==> src/rtl/sequenciador_melodia_if.sv <==
// Bundle of the melody sequencer's control inputs, note-memory read port and
// note-decoder outputs.
//
// Memory read protocol: the sequencer presents mem_addr and the memory returns
// the matching word on mem_data exactly one clock later.
// There is no valid/ready pair: the sequencer's FETCH state is the wait cycle
// that lines up with that fixed latency.
//
// estado_dbg mirrors the sequencer FSM state so checkers can observe it.
interface sequenciador_melodia_if #(
    parameter int ADDR_W = 4,
    parameter int DUR_W  = 4
);
    logic                iniciar;
    logic                pausar;
    logic                parar;
    logic [ADDR_W-1:0]   mem_addr;
    logic [DUR_W+3:0]    mem_data;
    logic [3:0]          valor;
    logic                enable;
    logic                tocando;
    logic                fim;
    logic [2:0]          estado_dbg;

    modport master (
        input  iniciar, pausar, parar, mem_data,
        output mem_addr, valor, enable, tocando, fim, estado_dbg
    );

    modport slave (
        output iniciar, pausar, parar, mem_data,
        input  mem_addr, valor, enable, tocando, fim, estado_dbg
    );
endinterface

==> src/rtl/sequenciador_melodia.sv <==
// Melody sequencer.
//
// It walks a synchronous note memory, where each word is {valor, dur}, and
// drives a note decoder with valor/enable.
// A note sounds for dur*TICKS_PER_UNIT clocks and is followed by GAP_TICKS
// silent clocks.
// A word with dur==0, or the last address, ends the melody with a one-clock
// fim pulse.
// parar aborts the melody; pausar freezes the timing while it is held.
module sequenciador_melodia #(
    parameter int ADDR_W         = 4,
    parameter int DUR_W          = 4,
    parameter int TICKS_PER_UNIT = 4,
    parameter int GAP_TICKS      = 2
) (
    input  logic                    clock,
    input  logic                    reset_n,
    sequenciador_melodia_if.master  bus
);

    localparam int TICK_W = (TICKS_PER_UNIT > 1) ? $clog2(TICKS_PER_UNIT) : 1;
    localparam int GAP_W  = (GAP_TICKS > 1) ? $clog2(GAP_TICKS) : 1;
    localparam logic [TICK_W-1:0] TICK_LAST = TICK_W'(TICKS_PER_UNIT - 1);
    localparam logic [GAP_W-1:0]  GAP_LAST  = GAP_W'((GAP_TICKS > 0) ? GAP_TICKS - 1 : 0);
    localparam logic [ADDR_W-1:0] ADDR_LAST = '1;

    typedef enum logic [2:0] {
        S_IDLE  = 3'd0,
        S_FETCH = 3'd1,
        S_LOAD  = 3'd2,
        S_PLAY  = 3'd3,
        S_GAP   = 3'd4,
        S_FIM   = 3'd5
    } estado_t;

    estado_t              state_q, state_d;
    logic [ADDR_W-1:0]    addr_q, addr_d;
    logic [3:0]           valor_q, valor_d;
    logic [DUR_W-1:0]     dur_q, dur_d;
    logic [TICK_W-1:0]    tick_q, tick_d;
    logic [GAP_W-1:0]     gap_q, gap_d;
    logic                 enable_q, enable_d;
    logic                 tocando_q, tocando_d;
    logic                 fim_q, fim_d;
    logic                 advance;

    logic [3:0]           mem_valor;
    logic [DUR_W-1:0]     mem_dur;

    assign mem_valor = bus.mem_data[DUR_W+3:DUR_W];
    assign mem_dur   = bus.mem_data[DUR_W-1:0];

    // Next-state and registered-output logic; parar overrides everything.
    always_comb begin
        state_d = state_q;
        addr_d  = addr_q;
        valor_d = valor_q;
        dur_d   = dur_q;
        tick_d  = tick_q;
        gap_d   = gap_q;
        advance = 1'b0;

        case (state_q)
            S_IDLE: begin
                if (bus.iniciar) begin
                    state_d = S_FETCH;
                    addr_d  = '0;
                end
            end
            S_FETCH: begin
                // Address was presented on entry; data arrives next clock.
                state_d = S_LOAD;
            end
            S_LOAD: begin
                if (mem_dur == '0) begin
                    state_d = S_FIM;
                end else begin
                    valor_d = mem_valor;
                    dur_d   = mem_dur;
                    tick_d  = '0;
                    state_d = S_PLAY;
                end
            end
            S_PLAY: begin
                if (!bus.pausar) begin
                    if (tick_q == TICK_LAST) begin
                        tick_d = '0;
                        if (dur_q == DUR_W'(1)) begin
                            dur_d = '0;
                            if (GAP_TICKS > 0) begin
                                gap_d   = '0;
                                state_d = S_GAP;
                            end else begin
                                advance = 1'b1;
                            end
                        end else begin
                            dur_d = dur_q - DUR_W'(1);
                        end
                    end else begin
                        tick_d = tick_q + TICK_W'(1);
                    end
                end
            end
            S_GAP: begin
                if (!bus.pausar) begin
                    if (gap_q == GAP_LAST) begin
                        advance = 1'b1;
                    end else begin
                        gap_d = gap_q + GAP_W'(1);
                    end
                end
            end
            S_FIM: begin
                state_d = S_IDLE;
            end
            default: begin
                state_d = S_IDLE;
            end
        endcase

        // Move to the next memory word; the last address ends the melody.
        if (advance) begin
            if (addr_q == ADDR_LAST) begin
                state_d = S_FIM;
            end else begin
                addr_d  = addr_q + ADDR_W'(1);
                state_d = S_FETCH;
            end
        end

        if (bus.parar) begin
            state_d = S_IDLE;
            addr_d  = '0;
            dur_d   = '0;
            tick_d  = '0;
            gap_d   = '0;
        end

        // enable follows the PLAY cycle that was counted, so a note sounds
        // for exactly the clocks it spent counting; rests (valor>=12) stay silent.
        enable_d  = (state_q == S_PLAY) && !bus.pausar && !bus.parar && (valor_q <= 4'd11);
        tocando_d = (state_d != S_IDLE);
        fim_d     = (state_d == S_FIM);
    end

    // State and output registers, cleared asynchronously.
    always_ff @(posedge clock or negedge reset_n) begin
        if (!reset_n) begin
            state_q   <= S_IDLE;
            addr_q    <= '0;
            valor_q   <= '0;
            dur_q     <= '0;
            tick_q    <= '0;
            gap_q     <= '0;
            enable_q  <= 1'b0;
            tocando_q <= 1'b0;
            fim_q     <= 1'b0;
        end else begin
            state_q   <= state_d;
            addr_q    <= addr_d;
            valor_q   <= valor_d;
            dur_q     <= dur_d;
            tick_q    <= tick_d;
            gap_q     <= gap_d;
            enable_q  <= enable_d;
            tocando_q <= tocando_d;
            fim_q     <= fim_d;
        end
    end

    assign bus.mem_addr   = addr_q;
    assign bus.valor      = valor_q;
    assign bus.enable     = enable_q;
    assign bus.tocando    = tocando_q;
    assign bus.fim        = fim_q;
    assign bus.estado_dbg = state_q;

endmodule

==> src/flat_wrapper.sv <==
// flat-port wrapper written by rule: the top's interface ports become plain ports
module sequenciador_melodia_flat 
#(
    parameter int ADDR_W         = 4,
    parameter int DUR_W          = 4,
    parameter int TICKS_PER_UNIT = 4,
    parameter int GAP_TICKS      = 2
)
  (clock, reset_n, bus_iniciar, bus_pausar, bus_parar, bus_mem_data, bus_mem_addr, bus_valor, bus_enable, bus_tocando, bus_fim, bus_estado_dbg);
  sequenciador_melodia_if #(.ADDR_W(ADDR_W), .DUR_W(DUR_W)) bus_i ();
  input  logic clock;
  input  logic reset_n;
  input wire logic [$bits(bus_i.iniciar)-1:0] bus_iniciar;
  input wire logic [$bits(bus_i.pausar)-1:0] bus_pausar;
  input wire logic [$bits(bus_i.parar)-1:0] bus_parar;
  input wire logic [$bits(bus_i.mem_data)-1:0] bus_mem_data;
  output wire logic [$bits(bus_i.mem_addr)-1:0] bus_mem_addr;
  output wire logic [$bits(bus_i.valor)-1:0] bus_valor;
  output wire logic [$bits(bus_i.enable)-1:0] bus_enable;
  output wire logic [$bits(bus_i.tocando)-1:0] bus_tocando;
  output wire logic [$bits(bus_i.fim)-1:0] bus_fim;
  output wire logic [$bits(bus_i.estado_dbg)-1:0] bus_estado_dbg;
  assign bus_i.iniciar = bus_iniciar;
  assign bus_i.pausar = bus_pausar;
  assign bus_i.parar = bus_parar;
  assign bus_i.mem_data = bus_mem_data;
  assign bus_mem_addr = bus_i.mem_addr;
  assign bus_valor = bus_i.valor;
  assign bus_enable = bus_i.enable;
  assign bus_tocando = bus_i.tocando;
  assign bus_fim = bus_i.fim;
  assign bus_estado_dbg = bus_i.estado_dbg;
  sequenciador_melodia #(.ADDR_W(ADDR_W), .DUR_W(DUR_W), .TICKS_PER_UNIT(TICKS_PER_UNIT), .GAP_TICKS(GAP_TICKS)) u_core (.clock(clock), .reset_n(reset_n), .bus(bus_i));
endmodule
==> config.mk <==
export PLATFORM = sky130hd
export DESIGN_NAME = sequenciador_melodia_flat
export DESIGN_NICKNAME = d
export VERILOG_FILES = /design/src/rtl/sequenciador_melodia_if.sv /design/src/rtl/sequenciador_melodia.sv /design/src/flat_wrapper.sv
export SDC_FILE = /design/constraint.sdc
export NUM_CORES = 1
export LEC_CHECK = 0
export CAP_MARGIN = 10
export CORE_UTILIZATION = 50
export DETAILED_ROUTE_END_ITERATION = 10
export GPL_TIMING_DRIVEN = 0
export PLACE_DENSITY = 0.82
export SYNTH_ARGS = -nofsm -noshare
export SYNTH_HDL_FRONTEND = slang
export SYNTH_SLANG_ARGS = --single-unit
==> constraint.sdc <==
create_clock -name clock -period 2 [get_ports clock]
set_clock_uncertainty 0.2 [all_clocks]
set_input_delay 0.4 -clock clock [delete_from_list [all_inputs] [get_ports clock]]
set_output_delay 0.4 -clock clock [all_outputs]
set_load 0.05 [all_outputs]
# Yosys cells after proc, flatten, opt, wreduce, memory -nomap -nowiden
# Index checks and enable logic that the tools add are counted.
# Widths: inputs -> output; s select.
[totals]
regBits = 21
word_cells = 77
[op_classes]
add_sub_neg = 4
order_cmp = 1
n_eq_ne = 13
n_mux = 35
bitwise = 1
reduce_logical = 14
[ops]
columns = ["cell", "n"]
rows = [
  ["$mux 4", 10],
  ["$mux 3", 8],
  ["$pmux 3 s5", 1],
  ["$mux 1", 9],
  ["$ne 3x3->1 const B", 3],
  ["$reduce_bool 3->1", 3],
  ["$mux 2", 4],
  ["$pmux 4 s2", 1],
  ["$eq 3x2->1 const B", 2],
  ["$eq 3x3->1 const B", 2],
  ["$ne 3x2->1 const B", 2],
  ["$reduce_and 5->1", 1],
  ["$add 4x1->4 const B", 1],
  ["$eq 4x1->1 const B", 1],
  ["$eq 4x4->1 const B", 1],
  ["$le 4x4->1 const B", 1],
  ["$logic_not 4->1", 1],
  ["$pmux 2 s2", 1],
  ["$reduce_and 4->1", 1],
  ["$sub 4x1->4 const B", 1],
  ["$eq 3x1->1 const B", 1],
  ["$logic_and 1x1->1", 3],
  ["$logic_not 3->1", 1],
  ["$reduce_and 3->1", 1],
  ["other kinds (7)", 8],
]

# Longest topological paths before layout
# Gate-level depths: netlist (run 1).
[depth]
word_depth = 8
mapped_depth = 6
ltp_nobuf = 6

# Worst setup path after synthesis (run 1)
# OpenSTA, ideal clock, no wires.
[synth_timing]
kind = "register to register"
from = "reg u_core.state_q[2], in the netlist u_core.bus.estado_dbg[2]"
to = "reg u_core.addr_q[3], in the netlist u_core.bus.mem_addr[3]"
arrival_ns = 1.647
path_slack_ns = 0.016
path_stages_with_launch = 6
path_buffers = 1
synth_period_minus_slack_ns = 1.984
path_cell_list = "dfrtp_1 -> buf_6 -> or4b_4 -> and2_0 -> o21ai_1 -> a311oi_1"
[synth_via]
elab_chain_cells = 5
elab_cells_between_ends = 7
classes_between = "1 x eq/ne; 5 x mux; 1 x reduce/logical"
[synth_rtl]
columns = ["item", "line_no", "text"]
rows = [
  ["start: declaration", "sequenciador_melodia.sv:36", "estado_t state_q, state_d;"],
  ["start signal: assignment", "sequenciador_melodia.sv:159", "state_q <= state_d;"],
  ["$logic_not 3->1", "sequenciador_melodia.sv:63", "case (state_q)"],
  ["$mux 4", "sequenciador_melodia.sv:63", ""],
  ["$mux 4", "sequenciador_melodia.sv:123", "if (addr_q == ADDR_LAST) begin"],
  ["$mux 4 *", "sequenciador_melodia.sv:122", "if (advance) begin"],
  ["$mux 4 *", "sequenciador_melodia.sv:131", "if (bus.parar) begin"],
  ["named net u_core.addr_d[3]", "sequenciador_melodia.sv:37", "logic [ADDR_W-1:0] addr_q, addr_d;"],
  ["end signal: assignment", "sequenciador_melodia.sv:160", "addr_q <= addr_d;"],
  ["end: declaration", "sequenciador_melodia.sv:37", ""],
]
# The timed path passes the listed nets; every way through them passes the cells marked *.
# A chain may end at the register's enable or synchronous reset.

# Worst setup path in the final report (run 1)
[layout_timing]
from = "in bus_mem_data[0]"
to = "reg u_core.tocando_q, in the netlist u_core.bus.tocando"
[layout_via]
elab_chain_cells = 6
[layout_rtl]
columns = ["item", "line_no", "text"]
rows = [
  ["start: declaration", "flat_wrapper.sv:16", "input wire logic [$bits(bus_i.mem_data)-1:0] bus_mem_data;"],
  ["$logic_not 4->1", "sequenciador_melodia.sv:75", "if (mem_dur == '0) begin"],
  ["$mux 3", "sequenciador_melodia.sv:75", ""],
  ["$pmux 3 s5", "sequenciador_melodia.sv:63", ""],
  ["$mux 3", "sequenciador_melodia.sv:122", ""],
  ["$mux 3", "sequenciador_melodia.sv:131", ""],
  ["$reduce_bool 3->1", "sequenciador_melodia.sv:142", "tocando_d = (state_d != S_IDLE);"],
  ["named net u_core.tocando_d", "sequenciador_melodia.sv:43", "logic tocando_q, tocando_d;"],
  ["end signal: assignment", "sequenciador_melodia.sv:166", "tocando_q <= tocando_d;"],
  ["end: declaration", "sequenciador_melodia.sv:43", ""],
]
# The timed path passes the listed nets, and every way through them passes these cells.

==> metrics, run 1 <==
outcome=finished, final reports clean; synth warn=0; crit path capture type=flop; initial drt markers=27; max-slew violations=0; R2R cell count=7; top cell type's share of synthesized area=42.0%; # setup viols final=0; number of hold buffers added after CTS=0; DRT Pass-1 Iters=4; clock slew at reported path FFs=0.11 ns; I/O pins=27; mapped cell area=1250 um2; Die Span Y=52.0 um; critical path type=in -> reg; hold crit path type=reg -> reg; MaxCap Viol Count=0; CTS root buffer=clkbuf_4; Adder-Cell Fraction of Synth Area=4.00%; clock latency on the worst-skew pair=0.30 ns; slew margin rel.=36.7%; synth-to-layout area growth=26.9%; ranking of synthesized cells by area=dfrtp_1, mux2_2, ha_1; post-DR wirelength/cell=15.3 um; DP HPWL=1920 um; CORE AREA=2280 um2; H-Tree Depth=1; Lkg Pwr=0.729 nW; routability congestion estimate=0.859; Non-Filler Instances=178; hold-critical path depth=1; DR vias=1014; Synth Area in Compound Gates=12.9%; vias in the first global route=1007; R2R setup slack=0.08 ns; combinational family with the most area after synthesis=simple AND/OR/NAND/NOR gates; period utilization=98.4%; Die X=52.0 um; Detailed Route WL=2720 um; Hold EP=u_core.bus.enable; peak per-stage delay on the critical path=0.47 ns; PwrDens=692 nW/um2; area of the multi-input gates=676 um2; Fin. Hold Viols=0; Final Critical Period=1.97 ns; TritonCTS clock tree=yes; All-Layer GR Usage=23.6%; Syn Nets=136; synth unique cells=40; Antenna diodes=0; maximum number of pins on one net before global-route repair=22; total CTS buffers=3; Max Fclk=508 MHz; mux contribution to synthesized area=9.70%; FF+latch area=526 um2; post-synthesis simple-gate area fraction=24.7%; first-pass GRT wire length=4600 um; Critical R2R Capture=u_core.dur_q[2]; antenna violation net count after detailed routing=0; die area=2710 um2; # rows=17; Tot Pwr=1.10 mW; setup_tns=0 ns; Fillers=177; grt ovf=0; DRC violations left=0; number of synthesized register bits=21; Worst Path Arrival=1.97 ns; Crit path required time=2.01 ns; Yosys top cell by area=dfrtp_1; critical path, cell by cell=clkdlybuf4s50_1 -> nor4_4 -> buf_4 -> a21oi_1 -> a221o_1 -> o311ai_1; IO Port Bufs=25; CP max FO=3; initial antenna violation count=0; syn_area_per_cell=10.5 um2; Initial Utilization=55.0%; Sinks on Clock Net=21; xor-xnor portion of the synthesized cell area=0.700%; dpl ws=-0.384 ns; Mapped Cells=119; worst vdd ir=0.000685 V; launch point of the worst hold path=u_core.bus.valor[2]; startpoint types=input pin; Inst Count DP=172; Worst Tran Pin Value=0.946 ns; DR vias/cell=5.70; layout cells sized above 1=18.0%; CP max-delay cell=clkdlybuf4s50_1; final core occ=69.8%; PnR worst setup slack=0.0326 ns; nets=168; R2R Path Start=u_core.dur_q[1]; register area share after synthesis=42.0%; Clock Tree Buf Depth=2
[where the power goes]
part	internal [mW]	leakage [nW]	switching (mW)	total, mW
Clock	0.0778	0.0150	0.127	0.204
Sequential	0.472	0.277	0.0353	0.507
Combinational	0.143	0.437	0.244	0.387
[worst max-delay path: cells and delay by family]
kind                   cells  cell delay (ns)
and+or+nand+nor            1             0.36
buffers and inverters      2             0.64
AOI/OAI and AO/OA          3             0.56
[kinds of logic (layout without fill, tap and decap cells)]
family / Yosys count / after routing
AO/OA/AOI/OAI: 24 / 24
AND/OR/NAND/NOR: 45 / 45
flip-flops: 21 / 21
adder cells (fa/ha/maj): 4 / 4
multiplexers: 11 / 11
buffers and inverters: 13 / 44
XOR/XNOR: 1 / 1
[repair_timing]
item,CTS,global route
setup endpoints to repair,22,14
resized for setup,18,2
gates cloned,0,0
pin swaps,3,3
buffers inserted,0,3
[cells in the mapped netlist (all sizes together)]
master   n
inv      6
nand3b   3
nor2b    2
or3b     1
and3b    1
nand2b   3
nand3    5
nor4b    1
or4b     1
o311ai   1
nor4     2
nor3     3
a21oi    8
nor2     8
a31oi    2
mux2     9
xnor2    1
mux2i    2
or3      2
a211oi   4
clkbuf   3
buf      4
dfrtp   21
o21ai    4
o21bai   1
ha       4
a221o    1
nand2    6
nor3b    4
and2     3
a311oi   3
[routing by layer]
metal | global-route usage, % | share of wire [%] | wire (um) | vias up
met5 | 0 | 0 | 0 | -
met4 | 10.8 | 1.5 | 40 | 0
met3 | 4.97 | 5.0 | 136 | 6
met2 | 41.0 | 50 | 1350 | 34
met1 | 27.4 | 44 | 1190 | 483
li1 | - | - | - | 491
[registers in the layout, indices dropped and copies added (netlist names)]
register	count
u_core.bus.enable	1
u_core.bus.estado_dbg	3
u_core.bus.fim	1
u_core.bus.mem_addr	4
u_core.bus.tocando	1
u_core.bus.valor	4
u_core.dur_q	4
u_core.gap_q	1
u_core.tick_q	2
[final cells by class]
cell class | count | share of cell area, %
sequential | 21 | 33.1
timing repair buffer | 28 | 16.0
buffer | 6 | 3.07
inverter | 6 | 1.42
tap | 28 | 2.21
multi-input combinational | 85 | 42.6
clock buffer | 4 | 1.65
[worst max-delay path by stage]
stage                             startpoint                endpoint  slack, ns
finish                       bus_mem_data[0]      u_core.bus.tocando       0.03
global route                 bus_mem_data[0]      u_core.bus.tocando      -0.03
CTS                          bus_mem_data[1]         u_core.dur_q[0]       0.03
detailed placement           bus_mem_data[0]         u_core.dur_q[2]      -0.38
global placement             bus_mem_data[0]         u_core.dur_q[1]      -0.36
floorplan           u_core.bus.estado_dbg[2]  u_core.bus.mem_addr[3]       0.02
[placed cells by master, fill, tap and decap left out, drive strengths merged, types with 2 or more instances in the layout]
master	count
clkdlybuf4s50	10
ha	4
nand2b	3
dfrtp	21
a311oi	3
clkbuf	6
o21ai	4
inv	6
mux2i	2
nor3	3
nand3	5
and2	3
a21oi	8
nor2	8
buf	7
dlygate4sd2	15
or3	2
mux2	9
a31oi	2
nor4	2
a211oi	4
nand3b	3
nor2b	2
nor3b	4
nand2	6
[stage by stage]
step / hold WS, ns / instance area (um2)
3_5_place_dp: 0.269 / 1540
5_1_grt: 0.295 / 1590
4_1_cts: 0.278 / 1560
3_3_place_gp: 0.270 / 1540
6_report: 0.278 / 1590
2_1_floorplan: -0.0956 / 1250
Note: power is estimated with default switching activity, not from simulation.
==> run 2: changes to the inputs <==
--- a/config.mk
+++ b/config.mk
@@ -7,8 +7,10 @@
 export LEC_CHECK = 0
 export CAP_MARGIN = 10
 export CORE_UTILIZATION = 50
+export CTS_CLUSTER_SIZE = 16
 export DETAILED_ROUTE_END_ITERATION = 10
 export GPL_TIMING_DRIVEN = 0
+export HOLD_SLACK_MARGIN = 0.15
 export PLACE_DENSITY = 0.82
 export SYNTH_ARGS = -nofsm -noshare
 export SYNTH_HDL_FRONTEND = slang
==> results of run 2 <==
No change in the layout: final DEF, timing and power equal those of run 1.
